<file path="config.mk">
export PLATFORM = sky130hd
export DESIGN_NAME = servo_angle_ramp
export DESIGN_NICKNAME = d
export VERILOG_FILES = /design/src/rtl/servo_pkg.sv /design/src/rtl/servo_frame_timer.sv /design/src/rtl/servo_angle_ramp.sv
export SDC_FILE = /design/constraint.sdc
export NUM_CORES = 1
export LEC_CHECK = 0
export CAP_MARGIN = 25
export CELL_PAD_IN_SITES_DETAIL_PLACEMENT = 0
export CELL_PAD_IN_SITES_GLOBAL_PLACEMENT = 1
export CORE_UTILIZATION = 38
export DETAILED_ROUTE_END_ITERATION = 6
export GPL_TIMING_DRIVEN = 0
export PLACE_DENSITY = 0.79
export SLEW_MARGIN = 30
export SYNTH_ARGS = -nofsm -noshare
export SYNTH_HDL_FRONTEND = slang
export SYNTH_SLANG_ARGS = --single-unit
</file>
<file path="constraint.sdc">
create_clock -name clock -period 6.7 [get_ports clock]
set_input_delay 1.005 -clock clock [delete_from_list [all_inputs] [get_ports clock]]
set_output_delay 1.005 -clock clock [all_outputs]
set_load 0.1 [all_outputs]
</file>
<file path="src/rtl/servo_pkg.sv">
// Shared types and default constants for the servo angle ramp and its frame timer.
package servo_pkg;

    localparam int ANGLE_W = 32;

    localparam int unsigned FRAME_CYCLES_DEF = 2000000;
    localparam int unsigned STEP_DEG_DEF     = 2;
    localparam int unsigned ANGLE_MAX_DEF    = 180;
    localparam int unsigned HOME_DEG_DEF     = 90;

    // Command value that clears the sticky clamp flag instead of setting a target.
    localparam logic [ANGLE_W-1:0] CLEAR_CODE = '1;

    typedef enum logic {
        IDLE = 1'b0,
        RAMP = 1'b1
    } state_t;

endpackage

</file>
<file path="src/rtl/servo_frame_timer.sv">
// Frame counter 0..FRAME_CYCLES-1 with a registered tick on the last cycle of each frame.
// Also usable as the period timer of the PWM stage.
module servo_frame_timer
    import servo_pkg::*;
#(
    parameter int unsigned FRAME_CYCLES = FRAME_CYCLES_DEF
) (
    input  logic clock,
    input  logic reset,
    output logic frame_tick
);

    localparam int CNT_W = (FRAME_CYCLES > 1) ? $clog2(FRAME_CYCLES) : 1;
    localparam logic [CNT_W-1:0] LAST = CNT_W'(FRAME_CYCLES - 1);

    logic [CNT_W-1:0] count;
    logic [CNT_W-1:0] count_next;

    always_comb begin
        count_next = (count == LAST) ? '0 : count + CNT_W'(1);
    end

    // Tick is registered against the next count so it lines up with count == LAST.
    always_ff @(posedge clock) begin
        if (reset) begin
            count      <= '0;
            frame_tick <= 1'b0;
        end else begin
            count      <= count_next;
            frame_tick <= (count_next == LAST);
        end
    end

endmodule

</file>
<file path="src/rtl/servo_angle_ramp.sv">
// Clamps target-angle commands and slews angle_out toward the target at most STEP_DEG per frame,
// updating only on frame boundaries. Define SERVO_CLAMP_FLAG_EN to add the sticky clamp_err output.
module servo_angle_ramp
    import servo_pkg::*;
#(
    parameter int unsigned FRAME_CYCLES = FRAME_CYCLES_DEF,
    parameter int unsigned STEP_DEG     = STEP_DEG_DEF,
    parameter int unsigned ANGLE_MAX    = ANGLE_MAX_DEF,
    parameter int unsigned HOME_DEG     = HOME_DEG_DEF
) (
    input  logic               clock,
    input  logic               reset,
    input  logic               cmd_valid,
    output logic               cmd_ready,
    input  logic [ANGLE_W-1:0] cmd_angle,
    output logic [ANGLE_W-1:0] angle_out,
    output logic               frame_tick,
    output logic               at_target,
    output logic               busy
`ifdef SERVO_CLAMP_FLAG_EN
    ,
    output logic               clamp_err
`endif
);

    localparam logic [ANGLE_W-1:0] STEP = ANGLE_W'(STEP_DEG);
    localparam logic [ANGLE_W-1:0] AMAX = ANGLE_W'(ANGLE_MAX);
    localparam logic [ANGLE_W-1:0] HOME = ANGLE_W'(HOME_DEG);

    state_t             state, state_next;
    logic [ANGLE_W-1:0] target, target_next;
    logic [ANGLE_W-1:0] pending;
    logic               pending_full;
    logic [ANGLE_W-1:0] angle_next;
    logic [ANGLE_W-1:0] cmd_clamped;
    logic               accept;
    logic               store_cmd;

    servo_frame_timer #(
        .FRAME_CYCLES(FRAME_CYCLES)
    ) u_timer (
        .clock     (clock),
        .reset     (reset),
        .frame_tick(frame_tick)
    );

    assign cmd_ready   = !pending_full;
    assign accept      = cmd_valid && cmd_ready;
    assign cmd_clamped = (cmd_angle > AMAX) ? AMAX : cmd_angle;
    assign at_target   = (angle_out == target) && !pending_full;
    assign busy        = (state == RAMP);

`ifdef SERVO_CLAMP_FLAG_EN
    assign store_cmd = accept && (cmd_angle != CLEAR_CODE);

    always_ff @(posedge clock) begin
        if (reset) begin
            clamp_err <= 1'b0;
        end else if (accept) begin
            if (cmd_angle == CLEAR_CODE) begin
                clamp_err <= 1'b0;
            end else if (cmd_angle > AMAX) begin
                clamp_err <= 1'b1;
            end
        end
    end
`else
    assign store_cmd = accept;
`endif

    // Movement uses the target held before the edge; a promotion only affects the next frame.
    always_comb begin
        angle_next = angle_out;
        if (frame_tick) begin
            if (target >= angle_out) begin
                angle_next = (target - angle_out <= STEP) ? target : angle_out + STEP;
            end else begin
                angle_next = (angle_out - target <= STEP) ? target : angle_out - STEP;
            end
        end
    end

    always_comb begin
        target_next = (frame_tick && pending_full) ? pending : target;
    end

    always_comb begin
        state_next = state;
        case (state)
            IDLE: if (target != angle_out) state_next = RAMP;
            RAMP: if (frame_tick && (angle_next == target_next)) state_next = IDLE;
            default: state_next = IDLE;
        endcase
    end

    always_ff @(posedge clock) begin
        if (reset) begin
            state        <= IDLE;
            angle_out    <= HOME;
            target       <= HOME;
            pending      <= '0;
            pending_full <= 1'b0;
        end else begin
            state     <= state_next;
            angle_out <= angle_next;
            target    <= target_next;
            if (store_cmd) begin
                pending      <= cmd_clamped;
                pending_full <= 1'b1;
            end else if (frame_tick && pending_full) begin
                pending_full <= 1'b0;
            end
        end
    end

endmodule
</file>
* Word-level counts from Yosys, hierarchy flattened
Index checks and enable logic that the tools add are counted.
** Word-level totals
- Bits in registers :: 120
- Input bits :: 35
- Output and inout port bits :: 36
- Word-level logic and storage cells :: 40
** Cells by class
- Add/sub/neg operators :: 5
- Magnitude comparators :: 4
- Equal/unequal tests :: 5
- Mux-type cells :: 12
- Bitwise operators :: 1
- Reduce and logical (&&, ||, !) cells :: 6
** Operators by type and width (count)
- 32-bit 2-to-1 mux :: 6
- 32-bit == test :: 2
- 32-bit by 2-bit <= comparator with 1-bit output, second input constant :: 2
- 32-bit subtractor :: 2
- 21-bit == test, second input constant :: 2
- 32-bit by 2-bit adder with 32-bit output, second input constant :: 1
- 32-bit >= comparator :: 1
- 32-bit by 8-bit greater-than comparator with 1-bit output, second input constant :: 1
- 32-bit != test :: 1
- 32-bit by 2-bit subtractor with 32-bit output, second input constant :: 1
- 21-bit by 1-bit adder with 21-bit output, second input constant :: 1
- 21-bit 2-to-1 mux :: 1
- 1-bit logical AND :: 4
- 1-bit 2-to-1 mux :: 4
- 1-bit case mux with 2 select lines :: 1
- 2-bit nonzero test :: 1
- 1-bit logical NOT :: 1
- 1-bit NOT :: 1

* Logic depth before layout (Yosys ltp)
Gate-level depths: netlist (run 1).
- Word-level depth :: 9
- Gate-level depth with buffers :: 22
- Mapped depth without buffers :: 19

* Cells and area by module
A second synthesis (run 1) with hierarchy kept.
** Unflattened totals
- Cell total of the unflattened synthesis :: 1617
- Area total of the unflattened synthesis :: 11651.2 um^2
** Modules (own cells, without submodules)
- servo_angle_ramp :: times used 1, cells each 1474, area an instance 10457.5 um^2
- servo_frame_timer :: times used 1, cells each 143, area an instance 1193.6 um^2

* Worst setup path after synthesis (run 1)
Ideal clock, no wire load.
- Path kind :: register -> register
- Start point :: reg angle_out[26]
- End point :: reg state (netlist: busy)
- Data arrival time :: 5.756 ns
- Required time :: 6.568 ns
- Slack :: 0.811 ns
- Cell stages (with the launch flop) :: 19
- Path buffers :: 1
- Period minus slack after synthesis :: 5.889 ns
- Cell sequence :: dfxtp_1 -> inv_1 -> ha_1 -> buf_4 -> a21oi_1 -> a21oi_1 -> o21ai_0 -> mux2_2 -> or4_1 -> or4_1 -> nor4_2 -> and4_1 -> nand2_1 -> mux2_4 -> a2111oi_4 -> o311ai_1 -> or4_1 -> nor4_1 -> a211oi_1
** Between the ends
- Word-level cells in the longest chain between the ends :: 9
** RTL lines
- start, declared :: RTL line servo_angle_ramp.sv:16 : output logic [ANGLE_W-1:0] angle_out,
- start signal, assigned :: RTL line servo_angle_ramp.sv:105 : angle_out <= angle_next;
- 32-bit subtractor, on equally long branches :: RTL line servo_angle_ramp.sv:78, servo_angle_ramp.sv:76
- 32-bit by 2-bit <= comparator with 1-bit output, on equally long branches :: RTL line servo_angle_ramp.sv:78, servo_angle_ramp.sv:76
- 32-bit 2-to-1 mux, on equally long branches :: RTL line servo_angle_ramp.sv:78, servo_angle_ramp.sv:76
- 32-bit 2-to-1 mux :: RTL line servo_angle_ramp.sv:75 : if (target >= angle_out) begin
- 32-bit 2-to-1 mux :: RTL line servo_angle_ramp.sv:74 : if (frame_tick) begin
- 32-bit == test :: RTL line servo_angle_ramp.sv:91 : RAMP: if (frame_tick && (angle_next == target_next)) state_next = IDLE;
- 1-bit logical AND :: RTL line servo_angle_ramp.sv:91
- 1-bit 2-to-1 mux :: RTL line servo_angle_ramp.sv:91
- 1-bit case mux with 2 select lines * :: RTL line servo_angle_ramp.sv:89 : case (state)
- end signal, assigned :: RTL line servo_angle_ramp.sv:104 : state <= state_next;
- end, declared :: RTL line servo_angle_ramp.sv:30 : state_t state, state_next;
Mark *: on every way between the ends. The rest lies on a longest branch, timed or not.
A chain may end at the register's enable or synchronous reset.

* Worst setup path in the final report (run 1)
- Start point :: reg angle_out[29]
- End point :: reg state (netlist: busy)
The elaborated chain is that of the path after synthesis.

==> metrics.md, run 1 <==
| Metric | Value |
|---|---|
| Crit-path slowest cell | or4_4 |
| Die height | 178.7 µm |
| Boundary pin count | 71 |
| Total wire length | 58.43 mm |
| Worst Setup SP | angle_out[29] |
| Core area | 30670 µm² |
| Setup ws final | -101.1 ps |
| Int Power | 1.301 mW |
| DRC viols | 0 |
| Top post-synthesis cells by area | dfxtp_1 20%, ha_1 7.0%, nor2_1 6.0% |
| Clk_lat worst skew | 440 ps |
| VDD IR max | 0.0002256 V |
| Placer Congestion | 1.041 |
| First-pass GRT wire length | 84.73 mm |
| Post-synth top cells | 189 x nor2_1, 131 x a21oi_1, 124 x nand2_1 |
| Pre-antenna DRT Iters | 5 |
| Top_reg_cell synth | dfxtp_1 |
| All-Layer GR Usage | 36.66% |
| Violated checks | negative setup slack |
| Combinational power share | 3.9% |
| Final net count | 1861 |
| Hold slack | 454.0 ps |
| CTS tree | done |
| Row cnt | 64 |
| Clock share of power | 54.6% |
| Relative slew slack | 24.72% |
| Largest net degree at the start of global routing | 17 |
| Crit start category | flop |
| Run status | finished, violations left |
| Synthesized flop and latch total | 120 |
| Pre-CTS setup slack | -1126 ps |
| Cell leakage power | 5.506 nW |
| Max-cap violations | 0 |
| RR Endpoint | busy |
| Clk slew on worst S/H paths | 70 ps |
| Post-DR wirelength/cell | 26.96 µm |
| Max Clock Freq | 0.1470 GHz |
| Worst R2R Start | angle_out[29] |
| Crit path capture | busy |
| Congestion Overflow GR | 0 |
| WP data required | 6990 ps |
| Skew final | 10.76 ps |
| Antenna Cells | 0 |
| Seq/Total Area, Yosys | 20.25% |
| Avg Inst Size Synth | 7.133 µm² |
| Period utilisation layout | 101.5% |
| Register-to-register setup slack | -100 ps |
| Vias in the first global route | 12920 |
| Vias per Instance | 6.298 |
| Mapped Area | 11860 µm² |
| Total vias in the final route | 13650 |
| Share of the synthesized area in the top cell type | 20.25% |
| Worst-Margin Slew | 1119 ps |
| RSZ-0062 raised after global routing | no |
| CP Data Arrival Time | 7100 ps |
| R2R cell count | 16 |
| Die width | 178.7 µm |
| Die ar. | 31930 µm² |
| Synth Warn # | 0 |
| Post-synth cell types | 87 |
| Worst hold start | pending[6] |
| Setup violations, final | 1 |
| Gate Count Post-Synth | 1663 |
| Placed Instances | 2128 |
| Layout area overhead | 17.40% |
| Syn nets | 1766 |
| Critical path endpoint category | flop |
| Final ANT Viol Nets | 0 |
| Sequential Power Share | 41.5% |
| CTS Root Cell | clkbuf_16 |
| Final Hold Violating Endpoints | 0 |
| Type of the worst setup path | flop to flop |
| CTS Buffer Depth | 2 |
| Sw frac | 25.07% |
| Top-count cell post-synth | nor2_1 |
| Crit-path max FO | 8 |
| Crit path cell chain | inv_1 > ha_1 > o221ai_1 > a21oi_2 > nand4_1 > or4_4 > or4_1 > nor4_2 > and4_4 > nand2_1 > mux2_4 > a2111oi_4 > o311ai_1 > or4_1 > nor4_2 > a211oi_1 |
| Pwr Density | 124.7 nW/µm² |
| Slew Limit Fails | 0 |
| Total CTS buffers | 17 |
| Hold_buf cts | 0 |
| Tmin final | 6801 ps |
| P_sw | 0.4353 mW |
| Post-synth ARST share | 0% |
| Share of layout cells above drive strength 1 | 8.357% |
| Initial core utilization | 38.68% |
| IO buf count | 69 |
| Area leader, netlist | dfxtp_1 |
| Clock Sinks | 120 |
| HPWL after DPL | 46.95 mm |
| Post-synth EDFFs | 0 |
| CTS HTree Levels | 4 |
| Worst min path class | flop to flop |
| Initial drt markers | 1258 |
| Largest stage delay, worst path | 660 ps |
| Layout Utilization | 45.41% |
| Final cell count without fillers | 2167 |
| Initial antenna violation count | 0 |
| FILL cells | 3212 |
==> power groups by stage <==
stage          Sequential (mW)  Combinational [mW]  Clock [mW]
2_1_floorplan            0.736              0.0317           0
3_3_place_gp             0.736              0.0673           0
3_5_place_dp             0.736              0.0674           0
4_1_cts                  0.720              0.0678       0.949
5_1_grt                  0.721              0.0722       0.981
6_report                 0.720              0.0681       0.948
==> kinds of logic after synthesis <==
| group | synth area share, % |
|---|---|
| AO/OA/AOI/OAI | 25.11 |
| XOR/XNOR | 7.900 |
| adder cells (fa/ha/maj) | 7.299 |
| buffers and inverters | 6.381 |
| flip-flops | 20.25 |
| multiplexers | 5.021 |
| AND/OR/NAND/NOR | 28.04 |
==> repair_timing <==
action	in CTS	in global routing
endpoints found under the setup margin	8	1
pin swaps	3	5
buffers inserted	3	6
resized for setup	39	45
==> how the worst min path moves through the flow <==
stage	cells after the start	slack [ps]	endpoint
3_3_place_gp	2	440	pending[6]
2_1_floorplan	1	430	pending[12]
4_1_cts	2	450	pending[6]
5_1_grt	2	470	pending[6]
3_5_place_dp	2	440	pending[6]
6_report	2	450	pending[6]
==> sequential cells by signal (all words and copies together), names as in the netlist <==
signal              cells
angle_out              32
pending                32
target                 32
u_timer.count          21
busy                    1
pending_full            1
u_timer.frame_tick      1
==> routing by layer <==
metal | up-vias | global-route usage, % | routed length (µm)
met4 | 0 | 20.62 | 3558
met1 | 6535 | 47.09 | 24570
li1 | 6273 | - | -
met3 | 167 | 5.640 | 4437
met5 | - | 0 | 0
met2 | 672 | 58.35 | 25860
==> layout make-up <==
cell class,instances,area [µm²],area share (%)
Buffer,101,457.9,3.288
Clock buffer,17,425.4,3.055
Clock inverter,15,168.9,1.213
Inverter,89,334.1,2.399
Multi-Input combinational cell,1351,8879,63.75
Sequential cell,120,2409,17.29
Tap cell,396,495.5,3.558
Timing Repair Buffer,78,758.2,5.444
==> cell usage in the layout, fill, tap and decap left out, drive strengths merged, types with 13 or more instances in the layout <==
cell	instances
a211oi	18
a21o	13
a21oi	134
a31oi	13
and2	34
and3	29
buf	31
clkbuf	96
clkdlybuf4s50	69
dfxtp	120
ha	66
inv	94
mux2i	49
nand2	125
nand3	72
nand4	40
nor2	189
nor2b	16
nor3	61
nor4	32
o211ai	16
o21a	18
o21ai	94
o221ai	16
o22ai	18
or3	15
xnor2	72
xor2	35
==> worst max-delay path, delay by kind of cell (launching register included) <==
| family | cells | cell delay, ps |
|---|---|---|
| simple gates | 8 | 3330 |
| compound gates | 5 | 1580 |
| flops | 1 | 580 |
| buf+inv | 1 | 190 |
| fa+ha+maj | 1 | 570 |
| mux | 1 | 400 |
==> through the flow <==
stage                     total power [mW]  setup TNS, ps  area (µm²)
final                                1.737         -101.1       13930
after global routing                 1.774              0       13930
after CTS                            1.738              0       13820
after detailed placement            0.8037          -2727       13080
after global placement              0.8035          -4541       13050
after floorplan                     0.7673              0       11860
Power figures use the tool's default switching activity.
==> run 2, diff against run 1 <==
Settings changed: CAP_MARGIN 25 to 10, CTS_CLUSTER_DIAMETER from default to 100.
==> results of run 2 <==
Final layout, timing and power as in run 1 (identical DEF).
==> run 3, diff against run 2 <==
Settings changed: MAX_ROUTING_LAYER from default to met4.
==> metrics.md, run 3 (synthesis results as in run 1) <==
| Metric | Value |
|---|---|
| Clock Sinks | 120 |
| Met2 WL | 27.24 mm |
| Congestion Overflow GR | 0 |
| Die ar. | 31930 µm² |
| IO buf count | 69 |
| Sw frac | 22.60% |
| Type of the worst setup path | flop to flop |
| Most common cell after layout, fill and taps aside | nor2_1 |
| Final Hold Violating Endpoints | 0 |
| Worst-Margin Slew | 1038 ps |
| Initial drt markers | 1446 |
| Max-cap violations | 0 |
| Crit path cell chain | clkbuf_2 > inv_1 > ha_1 > clkbuf_1 > a21oi_2 > o21ai_1 > a21oi_1 > nand4_1 > or4_1 > or4_1 > nor4_4 > and4_2 > nand2_1 > mux2_4 > a2111oi_4 > o311ai_1 > or4_1 > nor4_2 > a211oi_1 |
| Register Area | 2406 µm² |
| HPWL after DPL | 48.24 mm |
| Skew final | 12.09 ps |
| Crit start category | flop |
| Layout area overhead | 18.41% |
| Dpl cell area | 13080 µm² |
| Post-DR wirelength/cell | 27.64 µm |
| Setup ws final | 30.32 ps |
| WP data required | 6990 ps |
| Setup_tns | 0 ps |
| Clk_lat worst skew | 440 ps |
| Clk slew on worst S/H paths | 60 ps |
| Vias per Instance | 6.351 |
| Final ANT Viol Nets | 0 |
| Top sig layer | met4 |
| Clock share of power | 56.5% |
| CTS tree | done |
| Setup violations, final | 0 |
| RSZ-0062 raised after global routing | no |
| CP dominant cell by count | or4_1 |
| Relative slew slack | 30.80% |
| CTS Buffer Depth | 2 |
| Fin area | 14050 µm² |
| Vias in the first global route | 12960 |
| Met3 Wirelength | 4.258 mm |
| First-pass GRT wire length | 86.27 mm |
| Cell leakage power | 5.558 nW |
| Row cnt | 64 |
| CP Data Arrival Time | 6960 ps |
| Tmin final | 6670 ps |
| Combinational power share | 3.8% |
| Critical path endpoint category | flop |
| Boundary pin count | 71 |
| Overall Power | 1.816 mW |
| DRC viols | 0 |
| Final cell count without fillers | 2172 |
| Commonest non-fill, non-tap cells in the layout | 186 x nor2_1, 128 x a21oi_1, 123 x nand2_1 |
| Antenna Cells | 0 |
| Critical path's top delay family | simple AND/OR/NAND/NOR gates |
| Initial core utilization | 38.68% |
| Multi-input gate area | 8909 µm² |
| CTS HTree Levels | 4 |
| All-Layer GR Usage | 38.64% |
| CTS Root Cell | clkbuf_16 |
| Total wire length | 60.04 mm |
| Total vias in the final route | 13800 |
| Top flop regs | angle_out: 32 flops, pending: 32 flops, target: 32 flops |
| Share of layout cells above drive strength 1 | 8.615% |
| Slew Limit Fails | 0 |
| Period utilisation layout | 99.55% |
| Initial antenna violation count | 0 |
| Metal-1 WL | 25.23 mm |
| Pwr Density | 129.3 nW/µm² |
| Crit-path max FO | 10 |
| Pre-CTS setup slack | -1456 ps |
| Die width | 178.7 µm |
| Max Clock Freq | 0.1499 GHz |
| Sequential Power Share | 39.7% |
| Largest stage delay, worst path | 700 ps |
| Total CTS buffers | 17 |
| Int Power | 1.405 mW |
| Run status | completed |
| Largest net degree at the start of global routing | 17 |
| Sum of buffers and inverters on the critical path | 3 |
| VDD IR max | 0.0003159 V |
| Crit-path slowest cell | or4_1 |
| Worst min path class | flop to flop |
| Pre-antenna DRT Iters | 6 |
| Core area | 30670 µm² |
| Final net count | 1866 |
| Placer Congestion | 1.045 |
| Placed Instances | 2129 |
| Die height | 178.7 µm |
| FILL cells | 3204 |
| P_sw | 0.4104 mW |
## run 3: cell types whose count changed in the layout (fill, tap and decap cells not counted), moves of 2 or more
cell,before,now
buf_4,11,15
dfxtp_2,5,3
clkinv_4,3,1
dfxtp_1,115,117
bufinv_16,2,5
inv_6,5,2
o21ai_0,79,77
clkinvlp_4,3,5
## run 3: worst paths after layout
check                                    from          to  slack, ps  cells past startpoint
worst max-delay path            angle_out[24]        busy         30                     19
worst min-delay path              pending[15]  target[15]        460                      2
worst max register to register  angle_out[24]        busy         30                     19
worst min register to register    pending[15]  target[15]        460                      2
## run 3: cell type report
cell class / instances / area share, %
multi-input combinational: 1351 / 63.42
tap: 396 / 3.528
timing repair buffer: 82 / 5.576
clock inverter: 15 / 1.595
inverter: 89 / 2.378
sequential: 120 / 17.13
clock buffer: 17 / 3.029
buffer: 102 / 3.340
## run 3: layer usage
layer / vias to the layer above / GRT usage [%]
li1: 6271 / -
met5: - / -
met2: 677 / 60.82
met4: 0 / 19.92
met3: 143 / 6.107
met1: 6704 / 47.62
## run 3: worst min-delay path: stages (launching register included)
cell	delay, ps
dfxtp_1	310
nand2_1	50
a21oi_1	50
## run 3: stage by stage
stage,utilization (%),hold WS (ps)
after floorplan,-,429.1
after global placement,42.55,441.8
after detailed placement,42.66,446.7
after CTS,45.46,460.9
after global routing,45.80,482.1
final,45.80,458.4
## run 3: what timing repair did
item / 4_1_cts / 5_1_grt
setup endpoints to repair: 24 / 1
pin swaps: 4 / 4
cloned: 0 / 0
hold buffers: 0 / 0
buffers inserted: 8 / 4
resized for setup: 44 / 43
endpoints found under the hold margin: 0 / 0
## run 3: power groups by stage
| stage | Clock [mW] | Sequential, mW | Combinational (mW) |
|---|---|---|---|
| 2_1_floorplan | 0 | 0.736 | 0.0317 |
| 5_1_grt | 1.06 | 0.721 | 0.0726 |
| 3_3_place_gp | 0 | 0.736 | 0.0675 |
| 3_5_place_dp | 0 | 0.736 | 0.0680 |
| 6_report | 1.03 | 0.721 | 0.0684 |
| 4_1_cts | 1.04 | 0.721 | 0.0685 |
